`config.mk`:
```
export PLATFORM = sky130hd
export DESIGN_NAME = fetch
export DESIGN_NICKNAME = d
export VERILOG_FILES = /design/src/rtl/fetch.sv
export SDC_FILE = /design/constraint.sdc
export NUM_CORES = 1
export LEC_CHECK = 0
export ABC_AREA = 1
export BUFFER_PORTS_ARGS = -buffer_cell sky130_fd_sc_hd__buf_2
export CAP_MARGIN = 0
export CORE_MARGIN = 4
export CORE_UTILIZATION = 50
export CTS_CLUSTER_SIZE = 40
export DETAILED_ROUTE_END_ITERATION = 10
export PLACE_DENSITY_LB_ADDON = 0.15
export SLEW_MARGIN = 0
export SYNTH_ARGS = -nofsm -noshare
export SYNTH_HDL_FRONTEND = slang
export SYNTH_SLANG_ARGS = --single-unit
```
`constraint.sdc`:
```
create_clock -name clk -period 6.1 [get_ports clk]
set_input_delay 0 -clock clk [delete_from_list [all_inputs] [get_ports clk]]
set_output_delay 0 -clock clk [all_outputs]
set_load 0.02 [all_outputs]
```
`src/rtl/fetch.sv`:
```
// Qu instruction fetch: PC sequencing, credit-limited imem requests, response FIFO toward decode.
// Optional QU_FETCH_MISALIGN_CHECK_EN: misaligned redirect raises a sticky fault that blocks fetch.
module fetch #(
  parameter int          INSTR_WIDTH = 32,
  parameter logic [31:0] RESET_PC    = 32'h0000_0000,
  parameter int          FIFO_DEPTH  = 4
) (
  input  logic                   clk,
  input  logic                   rst,
  output logic                   imem_req,
  output logic [31:0]            imem_addr,
  input  logic                   imem_gnt,
  input  logic                   imem_rvalid,
  input  logic [INSTR_WIDTH-1:0] imem_rdata,
  input  logic                   redirect,
  input  logic [31:0]            redirect_pc,
  output logic                   out_valid,
  output logic [INSTR_WIDTH-1:0] out_instr,
  output logic [31:0]            out_pc,
  input  logic                   out_ready,
  output logic                   misaligned
);
  localparam int AW = $clog2(FIFO_DEPTH);
  localparam int CW = AW + 1;
  localparam logic [CW:0] DEPTH_W = (CW+1)'(FIFO_DEPTH);

  typedef logic [31:0] pc_t;
  typedef struct packed {
    logic [INSTR_WIDTH-1:0] instr;
    pc_t                    pc;
  } entry_t;

  pc_t           fetch_pc_q, fetch_pc_d;
  pc_t           resp_pc_q, resp_pc_d;
  logic [CW-1:0] outst_q, outst_d;
  logic [CW-1:0] drop_q, drop_d;
  logic [CW-1:0] count_q, count_d;
  logic [AW-1:0] wptr_q, wptr_d;
  logic [AW-1:0] rptr_q, rptr_d;
  entry_t        buf_q [FIFO_DEPTH];

  pc_t  tgt;
  logic fault;
  logic credit, grant, resp, keep, pop;

`ifdef QU_FETCH_MISALIGN_CHECK_EN
  logic fault_q, fault_d;
  assign tgt   = redirect_pc;
  assign fault = fault_q;

  always_comb begin
    fault_d = fault_q;
    if (redirect) fault_d = |redirect_pc[1:0];
  end

  always_ff @(posedge clk or posedge rst) begin
    if (rst) fault_q <= 1'b0;
    else     fault_q <= fault_d;
  end
`else
  assign tgt   = redirect_pc & 32'hFFFF_FFFC;
  assign fault = 1'b0;
`endif

  // Outstanding requests and buffered entries share the FIFO's capacity.
  assign credit    = ({1'b0, outst_q} + {1'b0, count_q}) < DEPTH_W;
  assign imem_req  = !rst && !redirect && !fault && credit;
  assign imem_addr = fetch_pc_q;
  assign grant     = imem_req && imem_gnt;
  assign resp      = imem_rvalid && (outst_q != '0);
  assign keep      = resp && (drop_q == '0) && !redirect;
  assign pop       = out_valid && out_ready && !redirect;

  assign out_valid  = (count_q != '0);
  assign out_instr  = out_valid ? buf_q[rptr_q].instr : '0;
  assign out_pc     = out_valid ? buf_q[rptr_q].pc    : '0;
  assign misaligned = fault;

  always_comb begin
    fetch_pc_d = fetch_pc_q;
    resp_pc_d  = resp_pc_q;
    outst_d    = outst_q;
    drop_d     = drop_q;
    count_d    = count_q;
    wptr_d     = wptr_q;
    rptr_d     = rptr_q;
    if (redirect) begin
      // Everything still in flight belongs to the old stream; pending drops
      // are already part of outstanding, so the drop count is just what remains.
      fetch_pc_d = tgt;
      resp_pc_d  = tgt;
      outst_d    = outst_q - CW'(resp);
      drop_d     = outst_q - CW'(resp);
      count_d    = '0;
      wptr_d     = '0;
      rptr_d     = '0;
    end else begin
      if (grant) fetch_pc_d = fetch_pc_q + 32'd4;
      outst_d = outst_q + CW'(grant) - CW'(resp);
      if (resp) begin
        if (drop_q != '0) drop_d    = drop_q - 1'b1;
        else              resp_pc_d = resp_pc_q + 32'd4;
      end
      if (keep) wptr_d = wptr_q + 1'b1;
      if (pop)  rptr_d = rptr_q + 1'b1;
      count_d = count_q + CW'(keep) - CW'(pop);
    end
  end

  always_ff @(posedge clk or posedge rst) begin
    if (rst) begin
      fetch_pc_q <= RESET_PC;
      resp_pc_q  <= RESET_PC;
      outst_q    <= '0;
      drop_q     <= '0;
      count_q    <= '0;
      wptr_q     <= '0;
      rptr_q     <= '0;
    end else begin
      fetch_pc_q <= fetch_pc_d;
      resp_pc_q  <= resp_pc_d;
      outst_q    <= outst_d;
      drop_q     <= drop_d;
      count_q    <= count_d;
      wptr_q     <= wptr_d;
      rptr_q     <= rptr_d;
    end
  end

  always_ff @(posedge clk) begin
    if (keep) buf_q[wptr_q] <= '{instr: imem_rdata, pc: resp_pc_q};
  end

endmodule

```
-- Word-level counts from Yosys, hierarchy flattened
Memory sizes are Yosys's and may differ from the RTL's.
Cells that the tools add are included.
W data, S select, Z words.
- add/sub/neg operators: 11
- $mul: 0
- div/mod/pow operators: 0
- order comparisons: 1
- equality and inequality tests: 1
- shifts and indexed selects: 0
- muxes and demuxes: 18
- bitwise operators: 0
- reductions and logical operators: 21
- operators by type and width (cell ; count):
    $mux W32 ; 7
    $add A32 B3 Y32 const B ; 2
    $mux W3 ; 5
    $reduce_bool A2 Y1 ; 5
    $reduce_bool A3 Y1 ; 3
    $sub A3 B1 Y3 ; 3
    $logic_and A1 B1 Y1 ; 8
    $mux W2 ; 4
    $add A3 B1 Y3 ; 2
    $add A2 B1 Y2 const B ; 2
    $add A3 B3 Y4 ; 1
    $lt A4 B3 Y1 const B ; 1
    $reduce_and A2 Y1 ; 2
    $logic_not A3 Y1 ; 1
    $sub A3 B1 Y3 const B ; 1
    $logic_not A1 Y1 ; 2
    $mux W1 ; 2
    $ne A2 B2 Y1 const B ; 1
- flip-flop bits (word level): 77
- bits in latches: 0
- bits in writable memories: 256
- bits in read-only memories: 0
- bits of input ports: 70
- output and inout bits: 99
- word-level logic and storage cells: 60
- memories kept: 1
- memories (name ; words ; bits a word ; rd ports ; clocked after memory_dff ; wr ports ; line ; text):
    buf_q ; 4 ; 64 ; 1 ; 0 ; 1 ; 40 ; entry_t buf_q [FIFO_DEPTH];

-- Logic depth before layout (Yosys ltp)
- depth in word-level cells: 7
- mapped depth: 12
- depth with buffers taken out: 12

-- Worst setup path after synthesis
Ideal clock, no wire load.
- kind: register to register
- start: register drop_q[0]
- end: memory buf_q[0][10] in the netlist's numbering, enable pin
- setup time: 0.482 ns
- data arrival time: 3.765 ns
- data required time: 5.618 ns
- setup slack: 1.853 ns
- cell stages (with the launch flop): 9
- path buffers: 0
- period minus slack after synthesis: 4.247 ns
- cell sequence: dfrtp_1 -> inv_1 -> ha_1 -> inv_1 -> nor2_1 -> nand3_2 -> nor2_4 -> inv_2 -> nor2_1
- word-level cells in the longest chain between the ends: 5
- ends and longest elaborated chain (item ; line ; text):
    start, declared ; 36 ; logic [CW-1:0] drop_q, drop_d;
    start signal, assigned ; 123 ; drop_q <= drop_d;
    $logic_not A3 Y1 ; 71 ; assign keep = resp && (drop_q == '0) && !redirect;
    $logic_and A1 B1 Y1 (2 in series) ; 71 ;
    $mux W1 ; 131 ; if (keep) buf_q[wptr_q] <= '{instr: imem_rdata, pc: resp_pc_q};
    $mux W1 (not written as such) ; 131 ;
    end, declared ; 40 ;
Every way passes these cells.

-- Worst setup path after layout
- start: register drop_q[0]
- end: memory buf_q[3][26] in the netlist's numbering, enable pin
Same word-level chain as after synthesis.

==> results.toml <==
[timing]
worst_pin_slew_ns = 1.03
slew_violations = 0
holdWs_ns = 0.0230
setup_tns_ns = 0
fin_worst_skew_ns = 0.0209
finalCritPeriodShare = 0.541
slew_headroom = 0.313
setup_viol = 0
finalCriticalPeriod_ns = 3.30
rsz0062_at_grt = "false"
fmax_mhz = 303
hold_viol = 0

[global_route]
antenna_found_initial = 0
grt_pass1_wl_mm = 58.1
grt_pass1_vias = 11200
grt_use_total = 0.219
grt_max_degree = 93
overflow = 0

[critical_path]
r2r_start = "drop_q[0]$_DFFE_PP0P_"
crit_start = "drop_q[0]$_DFFE_PP0P_"
crit_arrival_ns = 3.43
crit_required_ns = 6.23
end_kind = "flip-flop"
cp-start-kind = "flip-flop"
crit_fanout = 43
critPathKind = "reg2reg"

[final_layout]
final_core_util = 0.614
syn_to_final_growth_pct = 19.9
n_antenna_cell = 0
final_nets = 1846
drive_gt1_frac = 0.144
stdcell_area_sq_um = 17800
fillers = 2424

[logic_synthesis]
yosys-top-cells-count = "nor2_1 (360), nand2_1 (282), edfxtp_1 (248)"
netlist_top_cells_area = "edfxtp_1 (50%), dfrtp_1 (12%), nor2_1 (9.1%)"
yosysSeqAreaShare = 0.626
synth_top_area_frac = 0.503
ys_ff_latch = 321
ys_warn_count = 0
synthMostInstantiatedCell = "nor2_1"
synth_edf_count = 248
ys_types = 37
synth_top_area_cell = "edfxtp_1"
postSynthCellCount = 1546
synth_area_sq_um = 14800
async_reset_ff_frac = 0.227
syn_avg_cell_area_sq_um = 9.58
yosys_most_used_dff = "edfxtp_1"

[route]
drc = 0
num_vias = 11400
first_iter_violations = 838
routedWlPerCell_microns = 16.5
wl_mm = 35.9
first_pass_iters = 5
post_drt_via_cell_ratio = 5.27
antenna_left = 0

[clock_network]
cts_sinks = 321
cts_tree = "yes"
post-cts-setup-buffers = 0
cts_hold_buf = 67
cts_root_buffer = "clkbuf_16"
clk_latency_ns = 0.52
cts_buffers = 35
cts_buffer_depth = 3
clkTransAtPathRegs_ns = 0.06
cts-resized-gates = 0
htreeDepth = 2

[floorplan]
die-area_sq_um = 32400
die_width_microns = 180
initial_core_util = 0.512
die_h_microns = 180
pin_count = 169
coreArea_sq_um = 28900
rows = 62

[hold_path]
worstHoldStart = "imem_rvalid"
hold_path_class = "in2reg"

[power]
peakVddDrop_mv = 0.248
leakagePower_uw = 0.00722
power_density_nw_per_um2 = 382

[run_status]
status = "finished clean"

[placed_design]
globalplace.congestion = 0.905
port_buffers = 161
post-dp-hpwl_mm = 21.3
place_area_sq_um = 15900

[flow_run]
cap_violations = 0
-- power breakdown --
| group | internal, uW | switching [uW] |
|---|---|---|
| combinational | 570 | 1280 |
| sequential | 2550 | 228 |
| clock | 1320 | 827 |
| total | 4440 | 2340 |
-- layer usage --
metal	up-vias	global-route usage	share of wire
met5	-	0	0
met1	5393	0.295	0.43
li1	5592	-	-
met4	0	0.0678	0.027
met3	67	0.0369	0.061
met2	371	0.369	0.48
-- path summary, 6_finish.rpt --
check                                             to  slack [ns]  depth (start not counted)
setup / recovery              buf_q[3][26]$_DFFE_PP_        2.80                          9
hold / removal             resp_pc_q[14]$_DFFE_PP0P_        0.02                          4
setup reg to reg              buf_q[3][26]$_DFFE_PP_        2.80                          9
hold reg to reg            imem_addr[29]$_DFFE_PP0N_        0.59                          2
max in group asynchronous      rptr_q[0]$_DFFE_PP0P_        4.97                          4
min in group asynchronous       outst_q[1]$_DFF_PP0_        0.38                          4
-- flip-flops by register name, indices dropped and copies added (netlist names) --
register	cells
wptr_q	2
buf_q	248
resp_pc_q	30
count_q	3
drop_q	3
rptr_q	2
imem_addr	30
outst_q	3
-- per-stage QoR --
stage / cells / power (uW) / setup WS (ns)
5_1_grt: 2169 / 7170 / 2.58
2_1_floorplan: 1550 / 4030 / 1.85
6_report: 2169 / 6780 / 2.80
3_5_place_dp: 2038 / 4650 / 2.73
3_3_place_gp: 2038 / 4620 / 2.72
4_1_cts: 2169 / 6850 / 2.72
-- cell families after synthesis --
family	after synthesis	share of synthesized area
AO/OA/AOI/OAI	259	0.0908
XOR/XNOR	15	0.00887
adder cells (fa/ha/maj)	18	0.0162
buffers and inverters	177	0.0499
flip-flops	321	0.626
other	1	0.000253
AND/OR/NAND/NOR	755	0.208
-- area by class of cell --
class / instances / area [sq um] / area share
Clock buffer: 45 / 955 / 0.0538
Clock inverter: 19 / 231 / 0.0130
Inverter: 108 / 405 / 0.0228
Multi-Input combinational cell: 1052 / 4840 / 0.273
Sequential cell: 321 / 9280 / 0.523
Tap cell: 384 / 480 / 0.0271
Timing Repair Buffer: 240 / 1570 / 0.0882
-- placed cells by master (no fill, tap or decap), types with 3 or more instances in the layout --
cell / count
nor2_2: 4
dfrtp_1: 71
or2_2: 6
nor2_1: 356
inv_1: 102
o211ai_1: 10
clkbuf_16: 36
o21ai_0: 155
a31oi_1: 6
nand2_1: 282
and3_1: 3
buf_2: 161
bufinv_16: 5
ha_1: 16
o21bai_1: 4
clkinv_2: 4
clkinv_1: 6
xnor2_1: 4
xor2_1: 11
dlygate4sd3_1: 67
nand2_2: 3
inv_2: 6
clkbuf_1: 7
edfxtp_1: 248
conb_1: 5
nand4_1: 13
a21oi_1: 80
nor2_4: 9
nand3b_1: 5
buf_4: 12
nand3_1: 67
-- worst max-delay path, cell delays in order (launching register included) --
cell	delay, ns
dfrtp_1	0.37
inv_1	0.10
ha_1	0.15
inv_1	0.03
nor2_1	0.13
nand3_2	0.19
nor2_4	0.44
inv_2	0.24
nor2_4	0.58
buf_4	0.66
Note: power is estimated with default switching activity, not from simulation.
